`src/rtl/ddr2_v10_1_0002_sequencer_ptr_arb_pkg.sv`:
```
// Shared types and constants for the sequencer pointer-manager arbiter.
package ddr2_v10_1_0002_sequencer_ptr_arb_pkg;

    typedef enum logic [1:0] {
        IDLE  = 2'd0,
        ISSUE = 2'd1,
        RESP  = 2'd2
    } ptr_arb_state_t;

    typedef logic ptr_arb_mst_t;

    localparam ptr_arb_mst_t M0 = 1'b0;
    localparam ptr_arb_mst_t M1 = 1'b1;

    localparam ptr_arb_mst_t PTR_ARB_LAST_GNT_RST = M1;

endpackage

```
`src/rtl/ddr2_v10_1_0002_sequencer_ptr_arb_if.sv`:
```
// One Avalon-MM port; the arbiter takes two slave views (m0, m1) and one master view (s).
interface ddr2_v10_1_0002_sequencer_ptr_arb_if
    import ddr2_v10_1_0002_sequencer_ptr_arb_pkg::*;
#(
    parameter int AVL_ADDR_WIDTH = 16,
    parameter int AVL_DATA_WIDTH = 32
);
    logic [AVL_ADDR_WIDTH-1:0] address;
    logic                      write;
    logic                      read;
    logic [AVL_DATA_WIDTH-1:0] writedata;
    logic [AVL_DATA_WIDTH-1:0] readdata;
    logic                      waitrequest;

    modport master (output address, write, read, writedata, input readdata, waitrequest);
    modport slave  (input address, write, read, writedata, output readdata, waitrequest);
endinterface

```
`src/rtl/ddr2_v10_1_0002_sequencer_ptr_arb_pick.sv`:
```
// Two-way grant picker. SEQ_PTR_ARB_JTAG_PRIO_EN selects fixed m1 priority instead of round-robin.
module ddr2_v10_1_0002_sequencer_ptr_arb_pick
    import ddr2_v10_1_0002_sequencer_ptr_arb_pkg::*;
(
    input  logic [1:0]   req_i,
    input  ptr_arb_mst_t last_gnt_i,
    output ptr_arb_mst_t winner_o
);

`ifdef SEQ_PTR_ARB_JTAG_PRIO_EN
    logic unused_last_gnt;
    assign unused_last_gnt = last_gnt_i;
    assign winner_o        = req_i[1] ? M1 : M0;
`else
    always_comb begin
        winner_o = M0;
        if (req_i == 2'b11) begin
            winner_o = ~last_gnt_i;
        end else if (req_i[1]) begin
            winner_o = M1;
        end
    end
`endif

endmodule

```
`src/rtl/ddr2_v10_1_0002_sequencer_ptr_arb.sv`:
```
// Shares the pointer-manager slave between the NIOS (m0) and JTAG (m1) masters, one transaction at a time.
// Arbitration mode is set by SEQ_PTR_ARB_JTAG_PRIO_EN (see the picker).
module ddr2_v10_1_0002_sequencer_ptr_arb
    import ddr2_v10_1_0002_sequencer_ptr_arb_pkg::*;
#(
    parameter int AVL_DATA_WIDTH = 32,
    parameter int AVL_ADDR_WIDTH = 16
) (
    input  logic                                 avl_clk,
    input  logic                                 avl_reset,
    ddr2_v10_1_0002_sequencer_ptr_arb_if.slave   m0,
    ddr2_v10_1_0002_sequencer_ptr_arb_if.slave   m1,
    ddr2_v10_1_0002_sequencer_ptr_arb_if.master  s
);

    localparam logic [1:0] ST_IDLE  = 2'(IDLE);
    localparam logic [1:0] ST_ISSUE = 2'(ISSUE);
    localparam logic [1:0] ST_RESP  = 2'(RESP);

    logic [1:0]                state_q, state_d;
    ptr_arb_mst_t              gnt_q, gnt_d;
    ptr_arb_mst_t              last_gnt_q, last_gnt_d;
    ptr_arb_mst_t              winner;
    logic [AVL_ADDR_WIDTH-1:0] addr_q, addr_d;
    logic [AVL_DATA_WIDTH-1:0] wdata_q, wdata_d;
    logic [AVL_DATA_WIDTH-1:0] rdata_q, rdata_d;
    logic                      s_rd_q, s_rd_d;
    logic                      s_wr_q, s_wr_d;
    logic [1:0]                wait_q, wait_d;
    logic [1:0]                req;

    assign req = {m1.read | m1.write, m0.read | m0.write};

    ddr2_v10_1_0002_sequencer_ptr_arb_pick u_pick (
        .req_i      (req),
        .last_gnt_i (last_gnt_q),
        .winner_o   (winner)
    );

    always_comb begin
        state_d    = state_q;
        gnt_d      = gnt_q;
        last_gnt_d = last_gnt_q;
        addr_d     = addr_q;
        wdata_d    = wdata_q;
        rdata_d    = rdata_q;
        s_rd_d     = s_rd_q;
        s_wr_d     = s_wr_q;
        wait_d     = wait_q;
        case (state_q)
            ST_IDLE: begin
                if (|req) begin
                    gnt_d   = winner;
                    addr_d  = (winner == M1) ? m1.address   : m0.address;
                    wdata_d = (winner == M1) ? m1.writedata : m0.writedata;
                    // A master raising read and write together is treated as a write.
                    s_wr_d  = (winner == M1) ? m1.write : m0.write;
                    s_rd_d  = (winner == M1) ? (m1.read & ~m1.write) : (m0.read & ~m0.write);
                    state_d = ST_ISSUE;
                end
            end
            ST_ISSUE: begin
                if (!s.waitrequest) begin
                    if (s_rd_q) begin
                        rdata_d = s.readdata;
                    end
                    last_gnt_d     = gnt_q;
                    s_rd_d         = 1'b0;
                    s_wr_d         = 1'b0;
                    wait_d[gnt_q]  = 1'b0;
                    state_d        = ST_RESP;
                end
            end
            ST_RESP: begin
                wait_d  = 2'b11;
                state_d = ST_IDLE;
            end
            default: begin
                s_rd_d  = 1'b0;
                s_wr_d  = 1'b0;
                wait_d  = 2'b11;
                state_d = ST_IDLE;
            end
        endcase
    end

    always_ff @(posedge avl_clk) begin
        if (avl_reset) begin
            state_q    <= ST_IDLE;
            gnt_q      <= M0;
            last_gnt_q <= PTR_ARB_LAST_GNT_RST;
            addr_q     <= '0;
            wdata_q    <= '0;
            rdata_q    <= '0;
            s_rd_q     <= 1'b0;
            s_wr_q     <= 1'b0;
            wait_q     <= 2'b11;
        end else begin
            state_q    <= state_d;
            gnt_q      <= gnt_d;
            last_gnt_q <= last_gnt_d;
            addr_q     <= addr_d;
            wdata_q    <= wdata_d;
            rdata_q    <= rdata_d;
            s_rd_q     <= s_rd_d;
            s_wr_q     <= s_wr_d;
            wait_q     <= wait_d;
        end
    end

    assign s.address      = addr_q;
    assign s.writedata    = wdata_q;
    assign s.read         = s_rd_q;
    assign s.write        = s_wr_q;

    assign m0.waitrequest = wait_q[0];
    assign m1.waitrequest = wait_q[1];
    assign m0.readdata    = (gnt_q == M0) ? rdata_q : '0;
    assign m1.readdata    = (gnt_q == M1) ? rdata_q : '0;

endmodule
```
`src/flat_wrapper.sv`:
```
// flat-port wrapper written by rule: the top's interface ports become plain ports
module ddr2_v10_1_0002_sequencer_ptr_arb_flat import ddr2_v10_1_0002_sequencer_ptr_arb_pkg::*;
#(
    parameter int AVL_DATA_WIDTH = 32,
    parameter int AVL_ADDR_WIDTH = 16
)
  (avl_clk, avl_reset, m0_address, m0_write, m0_read, m0_writedata, m0_readdata, m0_waitrequest, m1_address, m1_write, m1_read, m1_writedata, m1_readdata, m1_waitrequest, s_address, s_write, s_read, s_writedata, s_readdata, s_waitrequest);
  ddr2_v10_1_0002_sequencer_ptr_arb_if #(.AVL_ADDR_WIDTH(AVL_ADDR_WIDTH), .AVL_DATA_WIDTH(AVL_DATA_WIDTH)) m0_i ();
  ddr2_v10_1_0002_sequencer_ptr_arb_if #(.AVL_ADDR_WIDTH(AVL_ADDR_WIDTH), .AVL_DATA_WIDTH(AVL_DATA_WIDTH)) m1_i ();
  ddr2_v10_1_0002_sequencer_ptr_arb_if #(.AVL_ADDR_WIDTH(AVL_ADDR_WIDTH), .AVL_DATA_WIDTH(AVL_DATA_WIDTH)) s_i ();
  input  logic avl_clk;
  input  logic avl_reset;
  input wire logic [$bits(m0_i.address)-1:0] m0_address;
  input wire logic [$bits(m0_i.write)-1:0] m0_write;
  input wire logic [$bits(m0_i.read)-1:0] m0_read;
  input wire logic [$bits(m0_i.writedata)-1:0] m0_writedata;
  output wire logic [$bits(m0_i.readdata)-1:0] m0_readdata;
  output wire logic [$bits(m0_i.waitrequest)-1:0] m0_waitrequest;
  input wire logic [$bits(m1_i.address)-1:0] m1_address;
  input wire logic [$bits(m1_i.write)-1:0] m1_write;
  input wire logic [$bits(m1_i.read)-1:0] m1_read;
  input wire logic [$bits(m1_i.writedata)-1:0] m1_writedata;
  output wire logic [$bits(m1_i.readdata)-1:0] m1_readdata;
  output wire logic [$bits(m1_i.waitrequest)-1:0] m1_waitrequest;
  output wire logic [$bits(s_i.address)-1:0] s_address;
  output wire logic [$bits(s_i.write)-1:0] s_write;
  output wire logic [$bits(s_i.read)-1:0] s_read;
  output wire logic [$bits(s_i.writedata)-1:0] s_writedata;
  input wire logic [$bits(s_i.readdata)-1:0] s_readdata;
  input wire logic [$bits(s_i.waitrequest)-1:0] s_waitrequest;
  assign m0_i.address = m0_address;
  assign m0_i.write = m0_write;
  assign m0_i.read = m0_read;
  assign m0_i.writedata = m0_writedata;
  assign m0_readdata = m0_i.readdata;
  assign m0_waitrequest = m0_i.waitrequest;
  assign m1_i.address = m1_address;
  assign m1_i.write = m1_write;
  assign m1_i.read = m1_read;
  assign m1_i.writedata = m1_writedata;
  assign m1_readdata = m1_i.readdata;
  assign m1_waitrequest = m1_i.waitrequest;
  assign s_address = s_i.address;
  assign s_write = s_i.write;
  assign s_read = s_i.read;
  assign s_writedata = s_i.writedata;
  assign s_i.readdata = s_readdata;
  assign s_i.waitrequest = s_waitrequest;
  ddr2_v10_1_0002_sequencer_ptr_arb #(.AVL_DATA_WIDTH(AVL_DATA_WIDTH), .AVL_ADDR_WIDTH(AVL_ADDR_WIDTH)) u_core (.avl_clk(avl_clk), .avl_reset(avl_reset), .m0(m0_i), .m1(m1_i), .s(s_i));
endmodule
```
`config.mk`:
```
export PLATFORM = sky130hd
export DESIGN_NAME = ddr2_v10_1_0002_sequencer_ptr_arb_flat
export DESIGN_NICKNAME = d
export VERILOG_FILES = /design/src/rtl/ddr2_v10_1_0002_sequencer_ptr_arb_pkg.sv /design/src/rtl/ddr2_v10_1_0002_sequencer_ptr_arb_if.sv /design/src/rtl/ddr2_v10_1_0002_sequencer_ptr_arb_pick.sv /design/src/rtl/ddr2_v10_1_0002_sequencer_ptr_arb.sv /design/src/flat_wrapper.sv
export SDC_FILE = /design/constraint.sdc
export NUM_CORES = 1
export LEC_CHECK = 0
export CAP_MARGIN = 20
export CORE_ASPECT_RATIO = 2
export CORE_MARGIN = 3
export CORE_UTILIZATION = 41
export DETAILED_ROUTE_END_ITERATION = 8
export PLACE_DENSITY = 0.92
export SLEW_MARGIN = 20
export SYNTH_ARGS = -nofsm -noshare
export SYNTH_HDL_FRONTEND = slang
export SYNTH_SLANG_ARGS = --single-unit
```
`constraint.sdc`:
```
create_clock -name avl_clk -period 2.6 [get_ports avl_clk]
set_input_delay 0.65 -clock avl_clk [delete_from_list [all_inputs] [get_ports avl_clk]]
set_output_delay 0.65 -clock avl_clk [all_outputs]
set_load 0.1 [all_outputs]
```
# Word-level counts from Yosys, hierarchy flattened
# Index checks and enable logic that the tools add are counted.
op_classes:
  add_sub_neg: 0
  mul: 0
  div: 0
  magnitude_cmp: 2
  eq_ne: 5
  n_shift: 0
  muxes: 20
  n_bitwise: 12
  reduce_logical: 9
ops:
  columns: ["operator", "n"]
  rows:
  - ["$mux 32", 3]
  - ["$mux 16", 1]
  - ["$mux 1", 8]
  - ["$pmux 2 s2", 2]
  - ["$reduce_and 2->1", 4]
  - ["$mux 2", 3]
  - ["$not 1->1", 6]
  - ["$pmux 1 s3", 2]
  - ["$reduce_and 3->1", 2]
  - ["$eq 2x2->1 const B", 2]
  - ["$and 1x1->1", 2]
  - ["$and 2x2->2", 1]
  - ["$eq 2x1->1 const B", 1]
  - ["$logic_not 2->1", 1]
  - ["$lt 1x2->1 const B", 1]
  - ["$ne 2x1->1 const B", 1]
  - ["$ne 2x2->1 const B", 1]
  - ["$not 2->2", 1]
  - ["$or 1x1->1", 2]
  - ["$reduce_or 2->1", 1]
  - ["$demux 1 s1", 1]
  - ["$ge 1x1->1 const B", 1]
  - ["$logic_and 1x1->1", 1]
word_totals:
  regBits: 88
  latch_bits: 0
  mem_bits_rw: 0
  rom_bits: 0
  n_memories: 0

# Longest topological paths before layout
logic_depth:
  ltp_word: 8
  ltp_mapped: 5

# Modules after synthesis
# A second synthesis with hierarchy kept.
unflattened:
  hier_cells: 473
  hier_area_um2: 4116.4
modules_own_cells:
  columns: ["mod", "instances", "cells_per_inst", "area_each_um2"]
  rows:
  - ["ddr2_v10_1_0002_sequencer_ptr_arb", 1, 472, 4105.2]
  - ["ddr2_v10_1_0002_sequencer_ptr_arb_pick", 1, 1, 11.3]

# Worst setup path before layout
# Ideal clock, no wire load.
synth_timing:
  path_type: "reg2out"
  start: "register u_core.gnt_q"
  end: "output m0_readdata[10]"
  t_arrival_ps: 1850
  path_slack_ps: 100
  path_stages_with_launch: 3
  n_path_buf: 1
  cell_sequence: "dfxtp_1 -> clkbuf_1 -> nor2b_1"
synth_via:
  elab_chain_cells: 1
synth_rtl:
  columns: ["item", "line_no", "text"]
  rows:
  - ["start, declared", "ddr2_v10_1_0002_sequencer_ptr_arb.sv:21", "ptr_arb_mst_t gnt_q, gnt_d;"]
  - ["start signal, assigned", "ddr2_v10_1_0002_sequencer_ptr_arb.sv:100", "gnt_q <= gnt_d;"]
  - ["$mux 32", "ddr2_v10_1_0002_sequencer_ptr_arb.sv:118", "assign m0.readdata = (gnt_q == M0) ? rdata_q : '0;"]
  - ["end, declared", "flat_wrapper.sv:17", "output wire logic [$bits(m0_i.readdata)-1:0] m0_readdata;"]
# No other way between the ends.

# Worst setup path in the final report
layout_timing:
  start: "register u_core.gnt_q"
  end: "output m1_readdata[16]"
layout_via:
  elab_chain_cells: 1
layout_rtl:
  columns: ["item", "line_no", "text"]
  rows:
  - ["$mux 32", "ddr2_v10_1_0002_sequencer_ptr_arb.sv:119", "assign m1.readdata = (gnt_q == M1) ? rdata_q : '0;"]
  - ["end, declared", "flat_wrapper.sv:23", "output wire logic [$bits(m1_i.readdata)-1:0] m1_readdata;"]
# No other way between the ends.

==> results <==
where the power goes:
group / internal, W / leakage [nW] / total, W / switching [W]
logic: 0.000457 / 1.93 / 0.00151 / 0.00105
clock network: 0.000797 / 0.141 / 0.00130 / 0.000507
registers: 0.00145 / 0.723 / 0.00152 / 0.0000717
synth_stat cells (4+ instances only):
cell type / instances
nand2_1: 67
nor2_1: 5
and2_1: 32
buf_2: 13
inv_1: 4
nand3_1: 49
clkbuf_1: 42
dfxtp_1: 88
nor2b_1: 34
o21ai_0: 53
a311oi_1: 48
a21oi_1: 83
buf_6: 4
metal layers:
metal	track usage (%)	up-vias	share of wire [%]
met3	5.00	68	5.2
li1	-	2365	-
met5	0	-	0
met4	16.4	0	6.1
met1	26.2	2303	35
met2	43.9	259	53
worst register-to-register path, delay by kind of cell, from the launching register on:
family / cells / cell delay (ps)
AO/OA/AOI/OAI: 2 / 440
buffers and inverters: 1 / 420
AND/OR/NAND/NOR: 1 / 420
flip-flops: 1 / 420
worst max-delay path by stage:
stage,startpoint,end,slack (ps),cells after the start
6_report,u_core.gnt_q,m1_readdata[16],370,3
2_1_floorplan,u_core.gnt_q,m0_readdata[10],100,2
4_1_cts,m1_write,u_core.s.writedata[16],250,4
3_5_place_dp,m1_write,u_core.s.writedata[16],-110,4
5_1_grt,u_core.gnt_q,m1_readdata[16],280,3
3_3_place_gp,m1_write,u_core.s.address[9],40,4
metrics by stage:
stage	instances	area, um^2	hold slack (ps)	worst slack [ps]	setup TNS [ps]
global placement	879	6940	446	38.3	0
finish	896	7270	460	369	0
CTS	895	7250	459	253	0
floorplan	543	4250	440	99.6	0
global route	896	7270	477	275	0
detailed placement	879	6940	451	-106	-2690
kinds of logic after synthesis:
| kind of cell | count (synthesis) |
|---|---|
| buffers and inverters | 65 |
| AOI/OAI and AO/OA | 193 |
| and+or+nand+nor | 197 |
| DFF | 88 |
final cells by class:
class | instances | share of cell area [%]
clock buffers | 12 | 3.53
clock inverters | 4 | 0.722
inverters | 4 | 0.206
multi-input cells | 390 | 30.7
flip-flops and latches | 88 | 24.2
well taps | 135 | 2.32
repair buffers | 263 | 38.3
state kept, by name, summed over array words and instances (netlist names):
signal              count
u_core.state_q          2
u_core.s.writedata     32
u_core.s.address       16
u_core.s.read           1
u_core.s.write          1
u_core.rdata_q         32
u_core.last_gnt_q       1
u_core.gnt_q            1
u_core.wait_q           2
==> summary.md <==
| Metric | Value |
|---|---|
| Number of flops mapped to enable cells by yosys | 0 |
| GPL Wtd Cong | 0.851 |
| Clock Tree Root | clkbuf_16 |
| PortBufs | 250 |
| Total clock buffers created by CTS | 9 |
| Synthesized-area fraction occupied by and/or/nand/nor cells | 24.0% |
| Master of the slowest instance on the critical path | dfxtp_2 |
| Remaining routing DRC violations | 0 |
| Area added between synthesis and finish | 71.3% |
| Final Net Count | 891 |
| Power density over cell area | 596 nW/um^2 |
| Multi-input logic area | 2230 um^2 |
| Maximum single-stage delay on the critical path | 590 ps |
| CP max FO | 42 |
| Reg-to-reg endpoint | u_core.s.writedata[28] |
| Drt total wl | 15400 um |
| Max-cap violation count | 0 |
| Cell area after technology mapping | 4250 um^2 |
| Setup Buffers After CTS | 0 |
| Setup slack of the most critical reg-to-reg path | 800 ps |
| RSZ-0062 raised after global routing | no |
| Compound-gate portion of the synthesized area | 27.6% |
| Iteration-0 DRC count of the detailed router | 199 |
| Number of standard cells after synthesis | 543 |
| Die Height | 150 um |
| R2r worst-path depth | 4 |
| Antenna violations before repair | 0 |
| Min-Delay Startpoint | u_core.rdata_q[1] |
| Wire length of the first global-routing pass | 23400 um |
| Worst Setup End Kind | output port |
| Sequential share of the synthesized area | 41.5% |
| Clock network latency to the later pin of the worst-skew pair | 330 ps |
| Filler cell count | 735 |
| Ratio of routed vias to standard cells | 5.57 |
| Most common cell type on the critical path | buf_12 |
| Post-Synth Adder-Cell Area | 0% |
| Xor/xnor cell area share of the yosys netlist | 0% |
| Cell taking the most area after synthesis | dfxtp_1 |
| Post-layout utilization of the core | 72.1% |
| Buf/Inv on CP | 2 |
| HPWL reported at the end of detailed placement | 11600 um |
| Synth Area per Inst | 7.82 um^2 |
| Count of inserted antenna diode cells | 0 |
| Period utilization | 85.8% |
| Multiplexer area fraction after synthesis | 0% |
| Top cell family by delay on the critical path | flip-flops |
| Type of the worst setup path | flop to output port |
| Leading cell types by total area after synthesis | dfxtp_1 (41%), a311oi_1 (9.9%), a21oi_1 (9.8%) |
| Worst Max-Slew Pin Slew | 540 ps |
| Final global-route overflow total | 0 |
| R2r startpoint | u_core.state_q[1] |
| Main combinational cell family by area after synthesis | compound AO/OA/AOI/OAI gates |
| CP required | 1950 ps |
| Number of levels the H-tree was split into | 3 |
| Top achievable clock speed | 448 MHz |
| Mapped Nets | 678 |
| Element type at the critical path start | flop |
| Final setup skew | 5.41 ps |
| Num rows | 52 |
| Chip width | 78.0 um |
| Standby leakage power | 2.79 nW |
| Final Setup Violations | 0 |
| Clock-pin slew on the worst setup and hold paths | 60 ps |
| Highest ir drop seen on vdd | 0.488 mV |
| Hold-fix buffers at CTS | 0 |
| Number of buffers between clock root and the deepest sink | 2 |
| Via Count | 4995 |
| Largest net degree at the start of global routing | 50 |
| Global-route usage over all layers | 24.9% |
| Commonest register cell after synthesis | dfxtp_1 |
| TritonCTS clock tree | done |
| Worst slew margin relative to its limit | 63.9% |
| Critical path, cell by cell | buf_12, and2_1, buf_12 |
| Cells resized by post-CTS repair | 0 |
| Number of different library cells in the post-synthesis netlist | 33 |
| Floorplan core area | 10100 um^2 |
| Area occupied by registers | 1760 um^2 |
| Hold endpoint | u_core.rdata_q[1] |
| Total power consumption of the routed design | 0.00434 W |
| Boundary Pins | 251 |
| Final Hold Violating Endpoints | 0 |
| Ratio of cells with drive above 1 in the final layout | 20.4% |
| Proportion of netlist area held by the largest area contributor | 41.5% |
| Hold Path Stages | 2 |
| Minimum clock period after layout | 2230 ps |
| Commonest non-fill, non-tap cell in the layout | clkdlybuf4s50_1 |
| Number of detailed-route iterations in the first pass | 5 |
| Full die area | 11700 um^2 |
| Number of nets with antenna violations after routing | 0 |
| Fraction of synthesis flops using an asynchronous set or reset pin | 0% |
| Synth Warn # | 0 |
| Vias in the first global route | 4894 |
| Result of the run | completed |
| CP Data Arrival Time | 1580 ps |
| Yosys reg bits | 88 |
| Number of slew-limit violations in the final report | 0 |
| Average detailed-routed wire length per instance | 17.2 um |
| Clock net sink count | 88 |
| Initial Util | 42.1% |
| Class of the tightest hold or removal check | flop to flop |
| Highest-count cells in the layout ignoring fill and taps | clkdlybuf4s50_1 (133), buf_4 (91), dfxtp_1 (87), a21oi_1 (83), nand2_1 (67) |
No activity file was read; power rests on OpenSTA's default activity.
